===== src/rtl/puzzle_board_keeper.sv =====
// Live 3x3 sliding-puzzle board: loads and validates a preset layout, then
// applies player moves by swapping the blank with a neighbour, counts the
// legal moves and flags the solved arrangement 1..8,0.
module puzzle_board_keeper #(
  parameter int CNT_W = 10
) (
  input  logic             I_clk,
  input  logic             I_rst,
  input  logic             I_load,
  input  logic [3:0]       I_cell1,
  input  logic [3:0]       I_cell2,
  input  logic [3:0]       I_cell3,
  input  logic [3:0]       I_cell4,
  input  logic [3:0]       I_cell5,
  input  logic [3:0]       I_cell6,
  input  logic [3:0]       I_cell7,
  input  logic [3:0]       I_cell8,
  input  logic [3:0]       I_cell9,
  input  logic             I_move_valid,
  input  logic [1:0]       I_move_dir,
  output logic [3:0]       O_cell1,
  output logic [3:0]       O_cell2,
  output logic [3:0]       O_cell3,
  output logic [3:0]       O_cell4,
  output logic [3:0]       O_cell5,
  output logic [3:0]       O_cell6,
  output logic [3:0]       O_cell7,
  output logic [3:0]       O_cell8,
  output logic [3:0]       O_cell9,
  output logic [3:0]       O_blank_pos,
  output logic [CNT_W-1:0] O_move_cnt,
  output logic             O_ready,
  output logic             O_busy,
  output logic             O_solved,
  output logic             O_err,
  output logic             O_move_ack,
  output logic             O_illegal
);

  typedef enum logic [2:0] {
    IDLE, LOAD, SCAN, READY, SETTLE, SOLVED, ERR
  } state_t;

  state_t     state, state_next;
  logic [3:0] board   [9];
  logic [3:0] cell_in [9];
  logic [8:0] seen, seen_next;
  logic       bad, bad_next;
  logic [3:0] scan_idx;
  logic [3:0] cur_val;
  logic       scan_valid;
  logic       board_solved;
  logic       move_legal;
  logic [3:0] pos, target;

  // Gather the preset inputs and expose the board as flat output ports.
  always_comb begin
    cell_in = '{I_cell1, I_cell2, I_cell3, I_cell4, I_cell5,
                I_cell6, I_cell7, I_cell8, I_cell9};
    {O_cell1, O_cell2, O_cell3} = {board[0], board[1], board[2]};
    {O_cell4, O_cell5, O_cell6} = {board[3], board[4], board[5]};
    {O_cell7, O_cell8, O_cell9} = {board[6], board[7], board[8]};
  end

  // Scan step: fold the current cell into the seen mask and compare the board
  // against the solved layout.
  always_comb begin
    // NOTE: every variable gets a default first so no path leaves it unassigned
    // (which would infer a latch).
    cur_val      = board[scan_idx];
    seen_next    = seen;
    bad_next     = bad;
    board_solved = 1'b1;
    if (cur_val > 4'd8) bad_next = 1'b1;
    else                seen_next[cur_val] = 1'b1;
    scan_valid = (seen_next == 9'h1FF) && !bad_next;
    for (int i = 0; i < 9; i++) begin
      if (board[i] != ((i == 8) ? 4'd0 : 4'(i + 1))) board_solved = 1'b0;
    end
  end

  // Move legality from the blank's row/column and the neighbour to swap with.
  always_comb begin
    pos        = O_blank_pos - 4'd1;
    target     = pos;
    move_legal = 1'b0;
    if (O_blank_pos != 4'd0) begin
      unique case (I_move_dir)
        2'd0: begin move_legal = (pos >= 4'd3); target = pos - 4'd3; end
        2'd1: begin move_legal = (pos <= 4'd5); target = pos + 4'd3; end
        2'd2: begin
          move_legal = (pos != 4'd0) && (pos != 4'd3) && (pos != 4'd6);
          target     = pos - 4'd1;
        end
        2'd3: begin
          move_legal = (pos != 4'd2) && (pos != 4'd5) && (pos != 4'd8);
          target     = pos + 4'd1;
        end
      endcase
    end
  end

  // State register.
  always_ff @(posedge I_clk) begin
    // NOTE: sequential state uses non-blocking assignments so every register
    // sees the pre-edge values of the others.
    if (I_rst) state <= IDLE;
    else       state <= state_next;
  end

  // Next-state logic and state-decoded status outputs.
  always_comb begin
    state_next = state;
    O_ready    = (state == READY);
    O_busy     = (state == LOAD) || (state == SCAN) || (state == SETTLE);
    if (I_load) begin
      state_next = LOAD;
    end else begin
      unique case (state)
        LOAD:   state_next = SCAN;
        SCAN:   if (scan_idx == 4'd8)
                  state_next = !scan_valid ? ERR : (board_solved ? SOLVED : READY);
        READY:  if (I_move_valid && move_legal) state_next = SETTLE;
        SETTLE: state_next = board_solved ? SOLVED : READY;
        default: state_next = state;
      endcase
    end
  end

  // Board, scan bookkeeping, counter and registered flags.
  always_ff @(posedge I_clk) begin
    if (I_rst) begin
      // NOTE: the board is a handful of flops, not a RAM, so it is reset along
      // with everything else and reads back as zeros after reset.
      for (int i = 0; i < 9; i++) board[i] <= 4'd0;
      seen        <= '0;
      bad         <= 1'b0;
      scan_idx    <= 4'd0;
      O_blank_pos <= 4'd0;
      O_move_cnt  <= '0;
      O_solved    <= 1'b0;
      O_err       <= 1'b0;
      O_move_ack  <= 1'b0;
      O_illegal   <= 1'b0;
    end else begin
      O_move_ack <= 1'b0;
      O_illegal  <= 1'b0;
      if (I_load) begin
        O_move_cnt  <= '0;
        O_solved    <= 1'b0;
        O_err       <= 1'b0;
        O_blank_pos <= 4'd0;
      end else begin
        unique case (state)
          LOAD: begin
            for (int i = 0; i < 9; i++) board[i] <= cell_in[i];
            seen     <= '0;
            bad      <= 1'b0;
            scan_idx <= 4'd0;
          end
          SCAN: begin
            seen <= seen_next;
            bad  <= bad_next;
            if (cur_val == 4'd0) O_blank_pos <= scan_idx + 4'd1;
            if (scan_idx == 4'd8) begin
              O_err    <= !scan_valid;
              O_solved <= scan_valid && board_solved;
            end else begin
              scan_idx <= scan_idx + 4'd1;
            end
          end
          READY: begin
            if (I_move_valid) begin
              if (move_legal) begin
                board[target] <= 4'd0;
                board[pos]    <= board[target];
                O_blank_pos   <= target + 4'd1;
                O_move_ack    <= 1'b1;
                if (O_move_cnt != {CNT_W{1'b1}}) O_move_cnt <= O_move_cnt + CNT_W'(1);
              end else begin
                O_illegal <= 1'b1;
              end
            end
          end
          SETTLE: O_solved <= board_solved;
          default: ;
        endcase
      end
    end
  end

endmodule


===== config.mk =====
export PLATFORM = sky130hd
export DESIGN_NAME = puzzle_board_keeper
export DESIGN_NICKNAME = d
export VERILOG_FILES = /design/src/rtl/puzzle_board_keeper.sv
export SDC_FILE = /design/constraint.sdc
export NUM_CORES = 1
export LEC_CHECK = 0
export BUFFER_PORTS_ARGS = -buffer_cell sky130_fd_sc_hd__clkbuf_2
export CAP_MARGIN = 20
export CORE_UTILIZATION = 62
export DETAILED_ROUTE_END_ITERATION = 8
export PLACE_DENSITY = 0.86
export RECOVER_POWER = 50
export SETUP_SLACK_MARGIN = 0.4
export SLEW_MARGIN = 20
export SYNTH_ARGS = -nofsm -noshare
export SYNTH_HDL_FRONTEND = slang
export SYNTH_SLANG_ARGS = --single-unit

===== constraint.sdc =====
create_clock -name I_clk -period 12 [get_ports I_clk]
set_input_delay 0.6 -clock I_clk [delete_from_list [all_inputs] [get_ports I_clk]]
set_output_delay 0.6 -clock I_clk [all_outputs]
set_load 0.1 [all_outputs]

==> results.py <==
metrics = {
    "yosys": {
        "syn_avg_cell_area_um2": 10.2,
        "ys.warnings.count": 0,
        "synth_seq_cells": 103,
        "yosysMostFrequentCell": "nor2_1",
        "synth_common_cells": "84 x nor2_1, 72 x mux2i_1, 64 x edfxtp_1, 39 x dfxtp_1, 34 x nand2_1",
        "netlist.area_leader.share_pct": 29.5,
        "synthCells": 637,
        "synth-main-ff-cell": "edfxtp_1",
        "synth-edff-count": 64,
        "synthArstFlopShare_pct": 0,
        "syn_nets": 692,
        "synth_area_leaders": "edfxtp_1 30%, dfxtp_1 12%, mux2i_1 11%",
        "ys_seq_area_share_pct": 41.5,
        "syn_area_um2": 6510,
        "yosysTopAreaCell": "edfxtp_1",
        "yosysUniqueCellTypes": 72,
    },
    "finish": {
        "finish.net_count": 767,
        "final_area_um2": 7140,
        "area_growth_syn_to_layout_pct": 9.70,
        "drive_gt1_share_pct": 12.7,
        "diodes": 0,
        "layout.cells.non_filler": 853,
    },
    "sta": {
        "period_needed_ns": 6.16,
        "relSlewSlack_pct": -41.8,
        "setup_viol": 0,
        "finalCritPeriodShare_pct": 51.4,
        "hold_viol": 0,
        "worst_slew_pin_slew_ns": 2.11,
        "finalSetupTns_ns": 0,
        "rsz0062_at_grt": "no",
        "max_freq_mhz": 162,
        "finClkSkew_ns": 0.0117,
        "slew_violations": 15,
    },
    "die": {
        "rows": 37,
        "ios": 98,
        "core_area_um2": 10200,
        "dieArea_um2": 10900,
        "die_x_um": 104,
        "start_util_pct": 63.7,
        "die_height_um": 104,
    },
    "clocking": {
        "cts_setup_buffers": 0,
        "clk_pin_slew_worst_paths_ns": 0.10,
        "cts_buffers": 9,
        "numClockSinks": 103,
        "cts_tree": "built",
        "cts_resized": 0,
        "cts-htree-levels": 3,
        "clkLatencyLatePin_ns": 0.38,
        "cts_root_buf": "clkbuf_8",
        "clockBufferDepth": 2,
        "cts_hold_buf": 0,
    },
    "pwr": {
        "ir_worst_vdd_mv": 0.0795,
        "p_leak_nw": 2.68,
        "power.density_nw_per_um2": 111,
    },
    "place": {
        "gp_congestion": 0.967,
        "dp_cells": 837,
        "placed_cell_area_um2": 7020,
        "port_buffers": 97,
        "hpwl_um": 13800,
    },
    "route": {
        "avgViaCountPerCell": 6.84,
        "drc_errors": 0,
        "firstDrtPassIters": 9,
        "drtIter0Drc": 693,
        "ant_nets": 0,
        "via_count": 5831,
        "routedWlPerCell_um": 22.0,
        "drt-total-wl_um": 18800,
    },
    "worst_setup_path": {
        "arrival_ns": 6.30,
        "end_kind": "flop",
        "start_kind": "flop",
        "worstPathRequired_ns": 12.13,
        "path_class": "reg2reg",
        "path_max_fanout": 14,
    },
    "grt": {
        "grt_max_degree": 37,
        "antenna_found_initial": 0,
        "grt_pass1_wl_um": 29200,
        "overflow": 0,
        "grt_pass1_vias": 5589,
        "grt_usage_pct": 34.8,
    },
    "hold_path": {
        "hp-class": "reg2reg",
    },
    "run": {
        "drv_cap": 1,
    },
    "status": {
        "violations": "capacitance limit, slew limit",
        "outcome": "finished with violations",
    },
}
worst max-delay path, stage by stage (launching register included):
cell	delay [ns]
dfxtp_1	0.58
inv_1	0.18
ha_1	0.31
xnor2_1	0.53
inv_1	0.31
ha_1	0.44
o21ai_0	0.15
a311o_1	0.40
and4_1	0.22
nor3_1	1.61
mux2i_1	0.74
a32o_1	0.46
flip-flops by register name, summed over array words and instances, names as in the netlist, named ones only:
signal	cells
board	64
O_move_cnt	10
seen	9
O_blank_pos	4
scan_idx	4
state	3
O_err	1
O_illegal	1
O_move_ack	1
O_solved	1
bad	1
cell usage in the layout, fill, tap and decap left out, drive strengths merged, types with 4 or more instances in the layout:
master and n:
inv 22, ha 13, mux2i 72, nand4 5, a22oi 4, edfxtp 64, nand2 37, a21oi 19
nor4b 4, clkbuf 106, a22o 33, a32o 5, a311o 9, o21ai 19, nand2b 9, xnor2 12
nand3 20, mux4 13, mux2 5, a31oi 5, xor2 4, dfxtp 39, nor2b 12, a211oi 6
nor2 85, nor3 21, and2 12
layout make-up:
class | instances | area, um^2
inverters | 19 | 71.3
well taps | 136 | 170
flip-flops and latches | 103 | 2700
repair buffers | 100 | 438
clock buffers | 9 | 124
clock inverters | 7 | 103
fillers | 790 | 3090
multi-input cells | 479 | 3540
logic make-up (layout without fill, tap and decap cells):
group | Yosys count | in the layout | share of synthesized area (%)
mux | 90 | 90 | 16.4
fa+ha+maj | 13 | 13 | 2.50
xor+xnor | 16 | 16 | 2.27
simple gates | 226 | 226 | 17.4
compound gates | 134 | 134 | 16.1
flops | 103 | 103 | 41.5
buf+inv | 55 | 135 | 3.78
path summary, 6_finish.rpt:
check	start	end	slack (ns)	cells past startpoint
hold reg to reg	seen[1]	seen[1]	0.49	2
setup / recovery	O_blank_pos[0]	board[3][2]	5.84	11
setup reg to reg	O_blank_pos[0]	board[3][2]	5.84	11
hold / removal	seen[1]	seen[1]	0.49	2
metal layers:
metal | GRT usage, % | part of all wire [%]
met1 | 42.2 | 37
met2 | 57.6 | 48
met3 | 7.33 | 10
met4 | 19.8 | 4.6
met5 | 0 | 0
power by group:
| part | switching [mW] | leakage (nW) | internal, mW | total [mW] |
|---|---|---|---|---|
| Sequential | 0.0151 | 1.02 | 0.384 | 0.399 |
| Clock | 0.130 | 0.111 | 0.121 | 0.250 |
| Combinational | 0.110 | 1.55 | 0.0352 | 0.145 |
| Total | 0.255 | 2.68 | 0.539 | 0.794 |
metrics by stage:
| step | utilization, % | hold slack (ns) | power [mW] | setup slack, ns |
|---|---|---|---|---|
| after floorplan | - | 0.426 | 0.518 | 7.41 |
| after global placement | 68.7 | 0.440 | 0.548 | 7.63 |
| after detailed placement | 68.7 | 0.451 | 0.551 | 7.38 |
| after CTS | 70.9 | 0.491 | 0.794 | 7.37 |
| after global routing | 69.8 | 0.511 | 0.814 | 5.47 |
| final | 69.8 | 0.487 | 0.794 | 5.84 |
Power figures use the tool's default switching activity.
